<file path="config.mk">
export PLATFORM = sky130hd
export DESIGN_NAME = sdp_ram_streamer
export DESIGN_NICKNAME = d
export VERILOG_FILES = /design/src/rtl/sdp_stream_pkg.sv /design/src/rtl/sync_skid_fifo.sv /design/src/rtl/sdp_ram_streamer.sv
export SDC_FILE = /design/constraint.sdc
export NUM_CORES = 2
export LEC_CHECK = 0
export BUFFER_PORTS_ARGS = -buffer_cell sky130_fd_sc_hd__buf_2
export CORE_AREA = 2 2 423 425
export CTS_CLUSTER_DIAMETER = 120
export DETAILED_ROUTE_END_ITERATION = 7
export DIE_AREA = 0 0 425 427
export PLACE_DENSITY = 0.76
export SYNTH_ARGS = -nofsm -noshare
export SYNTH_HDL_FRONTEND = slang
export SYNTH_SLANG_ARGS = --single-unit
</file>
<file path="constraint.sdc">
create_clock -name clk -period 2.5 [get_ports clk]
set_clock_uncertainty 0.05 [all_clocks]
set_input_delay 0.5 -clock clk [delete_from_list [all_inputs] [get_ports clk]]
set_output_delay 0.5 -clock clk [all_outputs]
set_load 0.1 [all_outputs]
</file>
<file path="src/rtl/sdp_stream_pkg.sv">
// rtl/sdp_stream_pkg.sv - shared FSM encoding and width helpers for the RAM streamer
package sdp_stream_pkg;

    typedef enum logic [1:0] {
        ST_IDLE  = 2'd0,
        ST_READ  = 2'd1,
        ST_DRAIN = 2'd2
    } state_e;

    function automatic int credit_width(input int depth);
        return $clog2(depth + 1);
    endfunction

    // A single-word RAM still needs a one-bit address port.
    function automatic int addr_width(input int depth);
        return (depth > 1) ? $clog2(depth) : 1;
    endfunction

endpackage

</file>
<file path="src/rtl/sync_skid_fifo.sv">
// rtl/sync_skid_fifo.sv - register-based skid FIFO absorbing in-flight RAM reads
module sync_skid_fifo #(
    parameter int DW    = 512,
    parameter int DEPTH = 4,
    localparam int CW   = $clog2(DEPTH + 1),
    localparam int PW   = (DEPTH > 1) ? $clog2(DEPTH) : 1
) (
    input  logic          clk,
    input  logic          resetn,
    input  logic          i_wr_en,
    input  logic [DW-1:0] i_wr_data,
    input  logic          i_rd_en,
    output logic [DW-1:0] o_rd_data,
    output logic          o_full,
    output logic          o_empty,
    output logic [CW-1:0] o_count
);

    logic [DW-1:0] r_mem [DEPTH];
    logic [PW-1:0] r_wptr;
    logic [PW-1:0] r_rptr;
    logic [CW-1:0] r_count;
    logic          w_wr;
    logic          w_rd;

    assign o_full    = (r_count == CW'(DEPTH));
    assign o_empty   = (r_count == '0);
    assign o_count   = r_count;
    assign o_rd_data = r_mem[r_rptr];
    assign w_wr      = i_wr_en & ~o_full;
    assign w_rd      = i_rd_en & ~o_empty;

    always_ff @(posedge clk or negedge resetn) begin
        if (!resetn) begin
            for (int i = 0; i < DEPTH; i++) begin
                r_mem[i] <= '0;
            end
            r_wptr  <= '0;
            r_rptr  <= '0;
            r_count <= '0;
        end else begin
            if (w_wr) begin
                r_mem[r_wptr] <= i_wr_data;
                r_wptr        <= (r_wptr == PW'(DEPTH - 1)) ? '0 : r_wptr + PW'(1);
            end
            if (w_rd) begin
                r_rptr <= (r_rptr == PW'(DEPTH - 1)) ? '0 : r_rptr + PW'(1);
            end
            case ({w_wr, w_rd})
                2'b10:   r_count <= r_count + CW'(1);
                2'b01:   r_count <= r_count - CW'(1);
                default: r_count <= r_count;
            endcase
        end
    end

endmodule

</file>
<file path="src/rtl/sdp_ram_streamer.sv">
// rtl/sdp_ram_streamer.sv - reads a full RAM frame and streams it out with backpressure
module sdp_ram_streamer
    import sdp_stream_pkg::*;
#(
    parameter int DW         = 512,
    parameter int DD         = 16384,
    parameter int RD_LAT     = 2,
    parameter int FIFO_DEPTH = RD_LAT + 2,
    localparam int AW        = addr_width(DD),
    localparam int BW        = $clog2(DD) + 1,
    localparam int CW        = credit_width(FIFO_DEPTH)
) (
    input  logic          clk,
    input  logic          resetn,
    input  logic          start,
    input  logic          last_word_written,
    output logic [AW-1:0] addrb,
    input  logic [DW-1:0] dob,
    output logic [DW-1:0] AXIS_TDATA,
    output logic          AXIS_TVALID,
    output logic          AXIS_TLAST,
    input  logic          AXIS_TREADY,
    output logic          busy,
    output logic          frame_done,
    output logic          overrun,
    output logic [31:0]   frame_count
);

    state_e        r_state;
    state_e        w_next_state;
    logic [AW-1:0] r_addr;
    logic [RD_LAT-1:0] r_vld;
    logic [BW-1:0] r_beat;
    logic          r_frame_done;
    logic          r_overrun;
    logic [31:0]   r_frame_count;

    logic          w_trig;
    logic          w_issue;
    logic          w_credit_ok;
    logic          w_last_addr;
    logic          w_push;
    logic          w_pop;
    logic          w_last_beat;
    logic          w_tlast_hs;
    logic          w_fifo_full;
    logic          w_fifo_empty;
    logic [CW-1:0] w_fifo_count;
    logic [CW-1:0] w_inflight;
    logic [CW:0]   w_credit_sum;

    assign w_trig      = start | last_word_written;
    assign w_last_addr = (r_addr == AW'(DD - 1));
    assign w_pop       = AXIS_TVALID & AXIS_TREADY;
    assign w_last_beat = (r_beat == BW'(DD - 1));
    assign w_tlast_hs  = w_pop & w_last_beat;
    assign w_push      = r_vld[RD_LAT-1] & ~w_fifo_full;

    // Reads already in the RAM pipeline reserve FIFO space before they land.
    always_comb begin
        w_inflight = '0;
        for (int i = 0; i < RD_LAT; i++) begin
            w_inflight = w_inflight + CW'(r_vld[i]);
        end
    end

    assign w_credit_sum = (CW+1)'(w_inflight) + (CW+1)'(w_fifo_count);
    assign w_credit_ok  = (w_credit_sum < (CW+1)'(FIFO_DEPTH));

    always_ff @(posedge clk or negedge resetn) begin
        if (!resetn) begin
            r_state <= ST_IDLE;
        end else begin
            r_state <= w_next_state;
        end
    end

    // In IDLE the address is 0, so w_last_addr there means a single-word frame.
    always_comb begin
        w_next_state = r_state;
        case (r_state)
            ST_IDLE:  if (w_trig) w_next_state = w_last_addr ? ST_DRAIN : ST_READ;
            ST_READ:  if (w_issue && w_last_addr) w_next_state = ST_DRAIN;
            ST_DRAIN: if (w_tlast_hs) w_next_state = ST_IDLE;
            default:  w_next_state = ST_IDLE;
        endcase
    end

    always_comb begin
        w_issue = 1'b0;
        busy    = 1'b0;
        case (r_state)
            ST_IDLE:  w_issue = w_trig & w_credit_ok;
            ST_READ:  begin
                w_issue = w_credit_ok;
                busy    = 1'b1;
            end
            ST_DRAIN: busy = 1'b1;
            default:  busy = 1'b0;
        endcase
    end

    always_ff @(posedge clk or negedge resetn) begin
        if (!resetn) begin
            r_addr        <= '0;
            r_vld         <= '0;
            r_beat        <= '0;
            r_frame_done  <= 1'b0;
            r_overrun     <= 1'b0;
            r_frame_count <= '0;
        end else begin
            if (w_issue) begin
                r_addr <= w_last_addr ? '0 : r_addr + AW'(1);
            end else if (r_state == ST_IDLE) begin
                r_addr <= '0;
            end
            r_vld[0] <= w_issue;
            for (int i = 1; i < RD_LAT; i++) begin
                r_vld[i] <= r_vld[i-1];
            end
            if (w_tlast_hs) begin
                r_beat <= '0;
            end else if (w_pop) begin
                r_beat <= r_beat + BW'(1);
            end
            r_frame_done <= w_tlast_hs;
            if (w_tlast_hs) begin
                r_frame_count <= r_frame_count + 32'd1;
            end
            if (w_trig && r_state != ST_IDLE) begin
                r_overrun <= 1'b1;
            end
        end
    end

    sync_skid_fifo #(
        .DW    (DW),
        .DEPTH (FIFO_DEPTH)
    ) u_fifo (
        .clk       (clk),
        .resetn    (resetn),
        .i_wr_en   (w_push),
        .i_wr_data (dob),
        .i_rd_en   (w_pop),
        .o_rd_data (AXIS_TDATA),
        .o_full    (w_fifo_full),
        .o_empty   (w_fifo_empty),
        .o_count   (w_fifo_count)
    );

    assign addrb       = r_addr;
    assign AXIS_TVALID = ~w_fifo_empty;
    assign AXIS_TLAST  = AXIS_TVALID & w_last_beat;
    assign frame_done  = r_frame_done;
    assign overrun     = r_overrun;
    assign frame_count = r_frame_count;

endmodule

</file>
# Yosys cells after proc, flatten, opt, wreduce, memory -nomap -nowiden
# Cells that the tools add are included.
# word_totals
in_bits,517
word_cells,83
out_inout_bits,563
regBits,2122
# classes
n_eq_ne,12
addsub,9
magnitude_cmp,4
n_mux,21
n_bitwise,12
n_reduce_logical,11
# op_table
operator,n
$bwmux W2048,1
$mux W512,3
$bmux W512 S2,1
$demux W512 S2,1
$mux W14,3
$add A32 B1 Y32 const B,1
$mux W15,2
$add A15 B1 Y15 const B,1
$eq A15 B14 Y1 const B,1
$add A14 B1 Y14 const B,1
$eq A14 B14 Y1 const B,1
$mux W2,6
$eq A2 B2 Y1 const B,4
$reduce_bool A2 Y1,4
$and A1 B1 Y1,7
$ge A3 B3 Y1 const B,2
$ne A2 B2 Y1 const B,3
$not A2 Y3,2
$pmux W2 S3,1
$pmux W3 S2,1
$add A2 B1 Y2 const B,2
$add A2 B3 Y4,1
$eq A2 B1 Y1 const B,2
$lt A4 B3 Y1 const B,1
14 further kinds,17

# Logic depth before layout (Yosys ltp)
# depth
word_depth,8
mapped_depth,10
mapped_depth_nobuf,9

# Modules after synthesis
# A second synthesis with hierarchy kept.
# hier_totals
hier_cells,5307
area_unflattened_um2,92556.3
# by_module_without_submodules
module,cells_each,seq_area_each_um2,area_each_um2,instances
sync_skid_fifo,4990,51424.3,89244.3,1
sdp_ram_streamer,317,1676.6,3311.9,1

# Least setup slack after synthesis
# OpenSTA, ideal clock, no wires.
# synth_timing
path_type,register to output
start,reg u_fifo.r_count[0] (netlist: u_fifo.o_count[0])
end,out AXIS_TLAST
setup_slack_ns,-0.651
t_required_ns,1.950
stages_incl_launch_ff,3
t_arrival_ns,2.601
path_buffers,0
cell_sequence,dfrtp_1 -> or3_1 -> nor2b_1
# synth_via
elab_chain_len,3
# synth_lines
element,line,text
start: declaration,sync_skid_fifo.sv:22,logic [CW-1:0] r_count;
start signal: assignment,sync_skid_fifo.sv:50,2'b10: r_count <= r_count + CW'(1);
start signal: assignment,sync_skid_fifo.sv:51,2'b01: r_count <= r_count - CW'(1);
start signal: assignment,sync_skid_fifo.sv:52,default: r_count <= r_count;
$logic_not A3 Y1,sync_skid_fifo.sv:27,assign o_empty = (r_count == '0);
$not A1 Y1,sdp_ram_streamer.sv:152,assign AXIS_TVALID = ~w_fifo_empty;
net AXIS_TVALID,sdp_ram_streamer.sv:20,"output logic AXIS_TVALID,"
$and A1 B1 Y1,sdp_ram_streamer.sv:153,assign AXIS_TLAST = AXIS_TVALID & w_last_beat;
end: declaration,sdp_ram_streamer.sv:21,"output logic AXIS_TLAST,"
# The timed path passes the listed nets, and every way through them passes these cells.

# Final worst setup path
# layout_timing
start,reg u_fifo.r_rptr[0]
end,out AXIS_TDATA[360]
# layout_via
elab_chain_len,4
# layout_lines
element,line,text
start: declaration,sync_skid_fifo.sv:21,logic [PW-1:0] r_rptr;
start signal: assignment,sync_skid_fifo.sv:47,r_rptr <= (r_rptr == PW'(DEPTH - 1)) ? '0 : r_rptr + PW'(1);
$not A2 Y3 (implied by the code),sync_skid_fifo.sv:29,assign o_rd_data = r_mem[r_rptr];
$bmux W512 S2,sync_skid_fifo.sv:29,
$mux W512 (implied by the code) (2 in series),sync_skid_fifo.sv:29,
end: declaration,sdp_ram_streamer.sv:19,"output logic [DW-1:0] AXIS_TDATA,"
# No other way between the ends. The select of a mux whose other input is x is not followed.

==> flow_summary.ini <==
[drt]
route.met2.wl_mm = 126.2
postRouteAntennaNets = 0
first_iter_violations = 3241
viasPerCell = 5.800
first_pass_iters = 5
drc = 0
wl_met3_mm = 15.59
top_layer_used = met5
vias = 56380
drt_wl_total_mm = 257.3
wl_per_cell_um = 26.47
drt-met1-wl_mm = 96.56

[timing]
min_period_over_period_pct = 131.7
drv_slew = 0
worstMarginPinSlew_ns = 0.9230
rsz0062_at_grt = yes
timing.fmax_ghz = 0.3038
period_needed_ns = 3.292
fin_ws_ns = -0.7921
setup-tns-final_ns = -360.48
finalHoldViolCount = 0
setup_viol = 515
timing.hold.ws_ns = 0.09144
max-slew-margin-rel_pct = 38.09

[setup_path]
arrival_ns = 2.74
critPathLaunchType = flip-flop
required_ns = 1.95
crit_path_end_kind = output pin
r2r_start = u_fifo.o_count[0]
startpoint = u_fifo.r_rptr[0]
cp_max_fo = 15
crit_type = flip-flop to output pin

[clocking]
cts.sinks = 2122
htreeDepth = 4
cts-root-buf = clkbuf_16
clock_latency_ns = 0.86
tritoncts.num_buffers = 217
clk_path_buf_depth = 3
cts_tree = built
clkTransAtPathRegs_ns = 0.06

[logic_synthesis]
synth-edff-count = 0
ys_async_sr_fraction_pct = 100.0
synth_area_mm2 = 0.09113
syn_inst = 5315
synthFlopType = dfrtp_1
synth_warnings = 0
synth-seq-area-share_pct = 58.27
syn_nets = 5846
ys_types = 46
synth_seq_cells = 2122
syn_area_per_cell_um2 = 17.15

[place]
place_hpwl_mm = 172.5
placed_area_mm2 = 0.1035
pre_cts_ws_ns = 0.01387
port_buffers = 1079
gp_congestion = 0.8692

[run_status]
status = finished with violations
violations = setup timing

[floorplanning]
core-area_mm2 = 0.1773
ios = 1080
initial_utilization_pct = 51.41
die_w_um = 425
die-height_um = 427
dieArea_mm2 = 0.1815
rows = 155

[min_path]
min_from = AXIS_TREADY
hold_class = input port to flip-flop

[layout]
drive_gt1_share_pct = 33.56
area_delta_synth_final_pct = 30.35
seq_area_mm2 = 0.05312
fill_cells = 11380
final_area_mm2 = 0.1188
nets = 7667
multi_input_comb_area_mm2 = 0.03638

[run]
maxCapViolations = 0

[global_routing]
grt_max_degree = 105
grt_pass1_vias = 61440
antenna_found_initial = 51
grt_util_all_layers_pct = 27.65
grt_pass1_wl_mm = 383.7
grt_overflow = 0
==> critical path: stages, from the launching register on <==
cell and delay, ns:
dfrtp_4 0.50, buf_12 0.21, buf_16 0.21, buf_12 0.16, mux4_2 0.58, buf_12 0.20
==> cells in the mapped netlist (all sizes together), types with 2 or more instances <==
library cell	instances	share of area [%]
or2	2	0.016
nor4	10	0.12
a22o	2	0.019
mux2	2050	25
nor2	26	0.11
nand2b	3	0.021
dfrtp	2122	58
mux4	512	13
and4	6	0.058
mux2i	2	0.022
nor3	18	0.099
or3	6	0.041
clkbuf	49	0.20
a21oi	7	0.038
nand3	14	0.082
nand4	16	0.11
nand2	46	0.19
a21o	4	0.033
xor2	24	0.23
and3	3	0.021
buf	295	1.6
o31ai	2	0.022
inv	26	0.11
o21ai	24	0.13
ha	13	0.18
xnor2	22	0.21
a31oi	2	0.021
==> layout by cell type, fill, tap and decap left out, drive strengths merged, types with 2 or more instances in the layout <==
| cell | instances |
|---|---|
| dfrtp | 2122 |
| mux2 | 2050 |
| buf | 1413 |
| dlygate4sd3 | 515 |
| mux4 | 512 |
| clkbuf | 341 |
| diode | 50 |
| clkinv | 48 |
| nand2 | 46 |
| inv | 35 |
| nor2 | 26 |
| xor2 | 24 |
| o21ai | 24 |
| xnor2 | 22 |
| nor3 | 18 |
| bufinv | 18 |
| nand4 | 16 |
| nand3 | 14 |
| ha | 13 |
| nor4 | 10 |
| a21oi | 7 |
| or3 | 6 |
| and4 | 6 |
| a21o | 4 |
| and3 | 3 |
| nand2b | 3 |
| a22o | 2 |
| mux2i | 2 |
| o31ai | 2 |
| a31oi | 2 |
| or2 | 2 |
==> what timing repair did <==
action                     4_1_cts  5_1_grt
setup buffers                   14       26
hold endpoints to repair      2612        0
resized for setup              283      450
setup endpoints to repair      520      524
hold buffers                   515        0
gates cloned                     7        5
pin swaps                        0        5
==> flip-flops by register name, summed over array words and instances (netlist names) <==
signal          flops
addrb              14
frame_count        32
frame_done          1
overrun             1
r_beat             15
r_state             2
r_vld               2
u_fifo.o_count      3
u_fifo.r_mem     2048
u_fifo.r_rptr       2
u_fifo.r_wptr       2
==> per-stage QoR <==
stage               instances  utilization [%]
detailed placement       8706            58.38
global route             9713            67.01
global placement         8706            58.38
CTS                      9641            66.21
finish                   9721            67.02
floorplan                5315                -
==> final timing paths <==
path                            slack, ns           endpoint  cells after the start
worst min register to register       0.34           r_vld[1]                      0
min in group asynchronous            0.52  u_fifo.r_mem[476]                      3
worst max-delay path                -0.79    AXIS_TDATA[360]                      5
max in group asynchronous            1.16  u_fifo.r_mem[653]                      4
worst max register to register       0.05  u_fifo.o_count[2]                      8
worst min-delay path                 0.09          r_beat[1]                      4
==> cell type report <==
| cell class | count | share of cell area, % |
|---|---|---|
| clock buffers | 323 | 5.388 |
| inverters | 26 | 0.08216 |
| flip-flops and latches | 2122 | 44.72 |
| diodes | 50 | 0.1053 |
| repair buffers | 1946 | 15.68 |
| clock inverters | 76 | 0.9132 |
| well taps | 2355 | 2.480 |
| multi-input cells | 2823 | 30.63 |
==> cell families after synthesis <==
group,share of synthesized area (%)
AOI/OAI and AO/OA,0.3007
xor gates and xnor gates,0.4421
adders and majority gates,0.2005
buffers and inverters,1.885
DFF,58.27
muxes,38.01
and+or+nand+nor,0.8966
==> per-layer routing <==
layer | up-vias | track usage (%)
li1 | 23580 | -
met1 | 30180 | 33.46
met2 | 1898 | 44.72
met3 | 717 | 6.656
met4 | 12 | 17.55
met5 | - | 0
Power is left out: the tool's default activity adds up to more than one toggle a clock period on the data nets, which glitch-free logic cannot reach.
